$ cat config.mk
export PLATFORM = sky130hd
export DESIGN_NAME = alu_share_arbiter
export DESIGN_NICKNAME = d
export VERILOG_FILES = /design/src/rtl/alu_share_arbiter.sv
export SDC_FILE = /design/constraint.sdc
export NUM_CORES = 1
export LEC_CHECK = 0
export CAP_MARGIN = 20
export CORE_MARGIN = 2
export CORE_UTILIZATION = 38
export CTS_CLUSTER_SIZE = 8
export DETAILED_ROUTE_END_ITERATION = 10
export PLACE_DENSITY = 0.79
export SKIP_CTS_REPAIR_TIMING = 1
export SLEW_MARGIN = 5
export SYNTH_ARGS = -nofsm -noshare
export SYNTH_HDL_FRONTEND = slang
export SYNTH_SLANG_ARGS = --single-unit
$ cat constraint.sdc
create_clock -name clk -period 1.5 [get_ports clk]
set_input_delay 0.45 -clock clk [delete_from_list [all_inputs] [get_ports clk]]
set_output_delay 0.45 -clock clk [all_outputs]
set_load 0.1 [all_outputs]
$ cat src/rtl/alu_share_arbiter.sv
// -----------------------------------------------------------------------------
// alu_share_arbiter
// Shares one external combinational ALU between two requesters. Each port has
// a valid/ready request channel and a valid/ready response channel. Only one
// operation is in flight at a time. The ALU operands come from registers, and
// the ALU result is captured into the owning port's response register.
//
// Sequence: IDLE (arbitrate/accept) -> EXEC (ALU settles, capture result)
//           -> RESP (hold result until consumed) -> IDLE
//
// Build option:
//   ARB_FIXED_PRIO_EN  When defined, port 0 always wins a tie. The last-grant
//                      register is still updated but is not used.
//                      When undefined (default), ties are resolved round-robin.
// -----------------------------------------------------------------------------
module alu_share_arbiter #(
    parameter int DATA_W = 32,
    parameter int FUNC_W = 4
) (
    input  logic              clk,
    input  logic              rst_n,
    // port 0 request
    input  logic              req0_valid,
    output logic              req0_ready,
    input  logic [DATA_W-1:0] req0_in1,
    input  logic [DATA_W-1:0] req0_in2,
    input  logic [FUNC_W-1:0] req0_func,
    // port 1 request
    input  logic              req1_valid,
    output logic              req1_ready,
    input  logic [DATA_W-1:0] req1_in1,
    input  logic [DATA_W-1:0] req1_in2,
    input  logic [FUNC_W-1:0] req1_func,
    // port 0 response
    output logic              rsp0_valid,
    input  logic              rsp0_ready,
    output logic [DATA_W-1:0] rsp0_data,
    // port 1 response
    output logic              rsp1_valid,
    input  logic              rsp1_ready,
    output logic [DATA_W-1:0] rsp1_data,
    // shared ALU
    output logic [DATA_W-1:0] alu_in1,
    output logic [DATA_W-1:0] alu_in2,
    output logic [FUNC_W-1:0] alu_func,
    input  logic [DATA_W-1:0] alu_out
);

    typedef enum logic [1:0] {
        ST_IDLE = 2'b00,
        ST_EXEC = 2'b01,
        ST_RESP = 2'b10
    } state_t;

    state_t            r_state;
    state_t            w_state_nxt;

    logic              r_last_grant;   // port that won the most recent accept
    logic              r_owner;        // port whose operation is in flight
    logic [DATA_W-1:0] r_alu_in1;
    logic [DATA_W-1:0] r_alu_in2;
    logic [FUNC_W-1:0] r_alu_func;
    logic              r_rsp0_valid;
    logic [DATA_W-1:0] r_rsp0_data;
    logic              r_rsp1_valid;
    logic [DATA_W-1:0] r_rsp1_data;

    logic              w_grant;        // winning port index
    logic              w_grant_vld;    // at least one port is requesting
    logic              w_req0_ready;
    logic              w_req1_ready;
    logic              w_accept;
    logic              w_rsp_hs;       // owner's response consumed this cycle

    // Choose the winning port from the current request valids.
    always_comb begin
        w_grant     = 1'b0;
        w_grant_vld = 1'b0;
        if (req0_valid && req1_valid) begin
            w_grant_vld = 1'b1;
`ifdef ARB_FIXED_PRIO_EN
            w_grant     = 1'b0;
`else
            // Round-robin: the port that did not win last time gets the tie.
            w_grant     = ~r_last_grant;
`endif
        end else if (req0_valid) begin
            w_grant_vld = 1'b1;
            w_grant     = 1'b0;
        end else if (req1_valid) begin
            w_grant_vld = 1'b1;
            w_grant     = 1'b1;
        end else begin
            w_grant_vld = 1'b0;
            w_grant     = 1'b0;
        end
    end

    // Ready is combinational from valid. It is asserted only in IDLE, and
    // only for the single winning port.
    assign w_req0_ready = (r_state == ST_IDLE) & w_grant_vld & ~w_grant & req0_valid;
    assign w_req1_ready = (r_state == ST_IDLE) & w_grant_vld &  w_grant & req1_valid;
    assign w_accept     = w_req0_ready | w_req1_ready;

    assign w_rsp_hs = (r_state == ST_RESP) &
                      (r_owner ? (r_rsp1_valid & rsp1_ready)
                               : (r_rsp0_valid & rsp0_ready));

    // State register.
    always_ff @(posedge clk or negedge rst_n) begin
        if (!rst_n) begin
            r_state <= ST_IDLE;
        end else begin
            r_state <= w_state_nxt;
        end
    end

    // Next-state logic: one EXEC cycle, then wait in RESP for the consumer.
    always_comb begin
        w_state_nxt = r_state;
        case (r_state)
            ST_IDLE: begin
                if (w_accept) begin
                    w_state_nxt = ST_EXEC;
                end else begin
                    w_state_nxt = ST_IDLE;
                end
            end
            ST_EXEC: begin
                w_state_nxt = ST_RESP;
            end
            ST_RESP: begin
                if (w_rsp_hs) begin
                    w_state_nxt = ST_IDLE;
                end else begin
                    w_state_nxt = ST_RESP;
                end
            end
            default: begin
                w_state_nxt = ST_IDLE;
            end
        endcase
    end

    // Capture the winner's operands, and remember the owner and last grant.
    // The ALU inputs hold their value between operations.
    always_ff @(posedge clk or negedge rst_n) begin
        if (!rst_n) begin
            r_alu_in1    <= {DATA_W{1'b0}};
            r_alu_in2    <= {DATA_W{1'b0}};
            r_alu_func   <= {FUNC_W{1'b0}};
            r_owner      <= 1'b0;
            r_last_grant <= 1'b1;
        end else if (w_accept) begin
            r_alu_in1    <= w_grant ? req1_in1  : req0_in1;
            r_alu_in2    <= w_grant ? req1_in2  : req0_in2;
            r_alu_func   <= w_grant ? req1_func : req0_func;
            r_owner      <= w_grant;
            r_last_grant <= w_grant;
        end
    end

    // Port 0 response: load the ALU result in EXEC and clear it on handshake.
    // The data is kept after the handshake.
    always_ff @(posedge clk or negedge rst_n) begin
        if (!rst_n) begin
            r_rsp0_valid <= 1'b0;
            r_rsp0_data  <= {DATA_W{1'b0}};
        end else if ((r_state == ST_EXEC) && !r_owner) begin
            r_rsp0_valid <= 1'b1;
            r_rsp0_data  <= alu_out;
        end else if (w_rsp_hs && !r_owner) begin
            r_rsp0_valid <= 1'b0;
        end
    end

    // Port 1 response: same behaviour as port 0, for the other owner.
    always_ff @(posedge clk or negedge rst_n) begin
        if (!rst_n) begin
            r_rsp1_valid <= 1'b0;
            r_rsp1_data  <= {DATA_W{1'b0}};
        end else if ((r_state == ST_EXEC) && r_owner) begin
            r_rsp1_valid <= 1'b1;
            r_rsp1_data  <= alu_out;
        end else if (w_rsp_hs && r_owner) begin
            r_rsp1_valid <= 1'b0;
        end
    end

    assign req0_ready = w_req0_ready;
    assign req1_ready = w_req1_ready;
    assign rsp0_valid = r_rsp0_valid;
    assign rsp0_data  = r_rsp0_data;
    assign rsp1_valid = r_rsp1_valid;
    assign rsp1_data  = r_rsp1_data;
    assign alu_in1    = r_alu_in1;
    assign alu_in2    = r_alu_in2;
    assign alu_func   = r_alu_func;

endmodule

==> metrics.md <==
| Metric | Value |
|---|---|
| DR WL/cell | 20.4 um |
| Die Span X | 136 um |
| Layout cells sized above 1 | 0.577 |
| Most numerous cell in the Yosys netlist | dfrtp_1 |
| DIE HEIGHT | 136 um |
| Final Max Tran Viols | 0 |
| Synth area leader | dfrtp_1 |
| Fmax | 510 MHz |
| Worst path slowest cell | dfstp_2 |
| Syn_area_per_cell | 17.2 um2 |
| Design Area, Final | 12,500 um2 |
| CORE AREA | 17,200 um2 |
| Critical path required time | 1050 ps |
| Clock skew | 5.07 ps |
| Fillers | 1,068 |
| Period minus WS final | 1960 ps |
| CP max FO | 4 |
| Footprint of the multi-input gates | 2950 um2 |
| Routability Congestion | 0.756 |
| Final wirelength | 20,200 um |
| # nets final | 925 |
| Critical Path Source Type | flop |
| Top-area cell type share of the netlist area | 0.517 |
| Unrepaired setup endpoints after global routing | true |
| Worst EP arrival | 1510 ps |
| Vias in the first global route | 5,202 |
| Initial antenna violation count | 1 |
| Register area | 3460 um2 |
| I/O Pins | 310 |
| Grt total ovfl | 0 |
| Hold Vio Cnt, Final | 0 |
| Largest stage delay, worst path | 560 ps |
| Syn_nets | 560 |
| Port Buf Inserts | 309 |
| Worst Tran Pin Value | 276 ps |
| Hold Path Class | primary input to flop |
| Vias/cell | 4.80 |
| Clock Sinks | 138 |
| Outcome | finished with violations |
| Post-route clock period utilization | 1.31 |
| CTS H-tree depth | 4 |
| First-pass GRT wire length | 29,200 um |
| Residual DRC | 0 |
| Most frequent cells after synthesis | dfrtp_1, mux2_4, mux2_2 |
| DP HPWL | 14,700 um |
| CP Capture Type | primary output |
| Area Overhead vs Synth | 88.2% |
| Netlist Area Pre-Place | 6630 um2 |
| Max clock buf depth | 2 |
| Ys Warns | 0 |
| Rows | 48 |
| Max-slew headroom | 0.816 |
| Top FF cell, synth | dfrtp_1 |
| Die ar. | 18,500 um2 |
| Initial core utilization | 0.386 |
| Clock Latency Late Sink | 410 ps |
| Post-synthesis sequential area ratio | 0.521 |
| Cts bufs inserted | 17 |
| Post-synth EDFFs | 0 |
| Post-synth ARST share | 1.00 |
| Via Count | 4,746 |
| First-pass DRT Iterations | 4 |
| Post-DRT Antenna Nets | 0 |
| Layout Utilization | 0.727 |
| Root Buffer | clkbuf_16 |
| Violated checks | negative setup slack |
| Placed Instance Area | 11,400 um2 |
| MaxCap Viol Count | 0 |
| Synth cell types | 25 |
| Pin count of the biggest net entering global routing | 44 |
| Hold Slack | 425 ps |
| First DRT Iteration DRCs | 188 |
| Critical path type | flop to primary output |
| CTS tree | yes |
| Synth area leaders | dfrtp_1, mux2_4, mux2_2 |
| All-Layer GR Usage | 0.209 |
| CTS clk-pin slew, worst paths | 60 ps |
| Place WS | -697 ps |
| Post-Synthesis Cells | 386 |
| Final setup fails | 71 |
| Final worst slack | -461 ps |
| #FFs+latches synth | 138 |
| N_diodes | 0 |
| Worst path cell trace | a21bo_4 > and3_4 > buf_12 |
[through the flow]
stage / setup TNS, ps / std cells
finish: -25700 / 989
global route: -28710 / 989
CTS: -19270 / 953
detailed placement: -47150 / 921
global placement: -42960 / 921
floorplan: -9720 / 386
[sequential cells by signal, summed over array words and instances, names as in the netlist]
register      count
alu_in2          32
rsp1_valid        1
r_state           2
alu_in1          32
rsp0_data        32
rsp1_data        32
rsp0_valid        1
alu_func          4
r_owner           1
r_last_grant      1
[final timing paths]
check	start	end	slack, ps	depth (start not counted)
setup reg to reg	r_last_grant$_DFFE_PN1P_	alu_in1[5]$_DFFE_PN0P_	-450	7
min in group asynchronous	rst_n	rsp1_data[19]$_DFFE_PN0P_	480	2
hold / removal	req0_valid	r_last_grant$_DFFE_PN1P_	430	3
max in group asynchronous	rst_n	r_last_grant$_DFFE_PN1P_	470	3
setup / recovery	r_last_grant$_DFFE_PN1P_	req0_ready	-460	3
hold reg to reg	rsp1_data[15]$_DFFE_PN0P_	rsp1_data[15]$_DFFE_PN0P_	570	1
[layer usage]
metal  part of all wire  GRT usage
met1               0.35      0.230
met3              0.075     0.0708
met5            0.00079          0
met4              0.034     0.0920
met2               0.54      0.365
[kinds of logic (layout without fill, tap and decap cells)]
| group | count (synthesis) | count (layout) | synth area share |
|---|---|---|---|
| multiplexers | 201 | 201 | 0.418 |
| AND/OR/NAND/NOR | 9 | 9 | 0.00943 |
| buffers and inverters | 26 | 404 | 0.0400 |
| AO/OA/AOI/OAI | 12 | 12 | 0.0113 |
| flip-flops | 138 | 138 | 0.521 |
[critical path, delay by kind of cell (launching register included)]
kind	cells	cell delay, ps
flops	1	560
simple gates	1	200
compound gates	1	170
buf+inv	1	170
[layout by cell type (no fill, tap or decap), types with 2 or more instances in the layout]
cell and n:
clkdlybuf4s50_1 170, buf_12 146, mux2_4 137, dfrtp_1 130
mux2_2 64, buf_4 43, clkbuf_16 21, dfrtp_2 7
a21oi_1 5, bufinv_16 4, clkbuf_1 4, nand2_1 2
o21ai_0 2, clkinvlp_4 2, clkinv_4 2, buf_8 2
dlymetal6s2s_1 2, buf_6 2
[final cells by class]
class | instances | share of cell area
well taps | 225 | 0.0226
multi-input cells | 222 | 0.236
clock inverters | 10 | 0.0133
clock buffers | 22 | 0.0364
inverters | 1 | 0.000301
repair buffers | 371 | 0.414
flip-flops and latches | 138 | 0.277
Power is not shown: default switching activity piles up to over one toggle a cycle in this logic, so the estimate is an artifact.
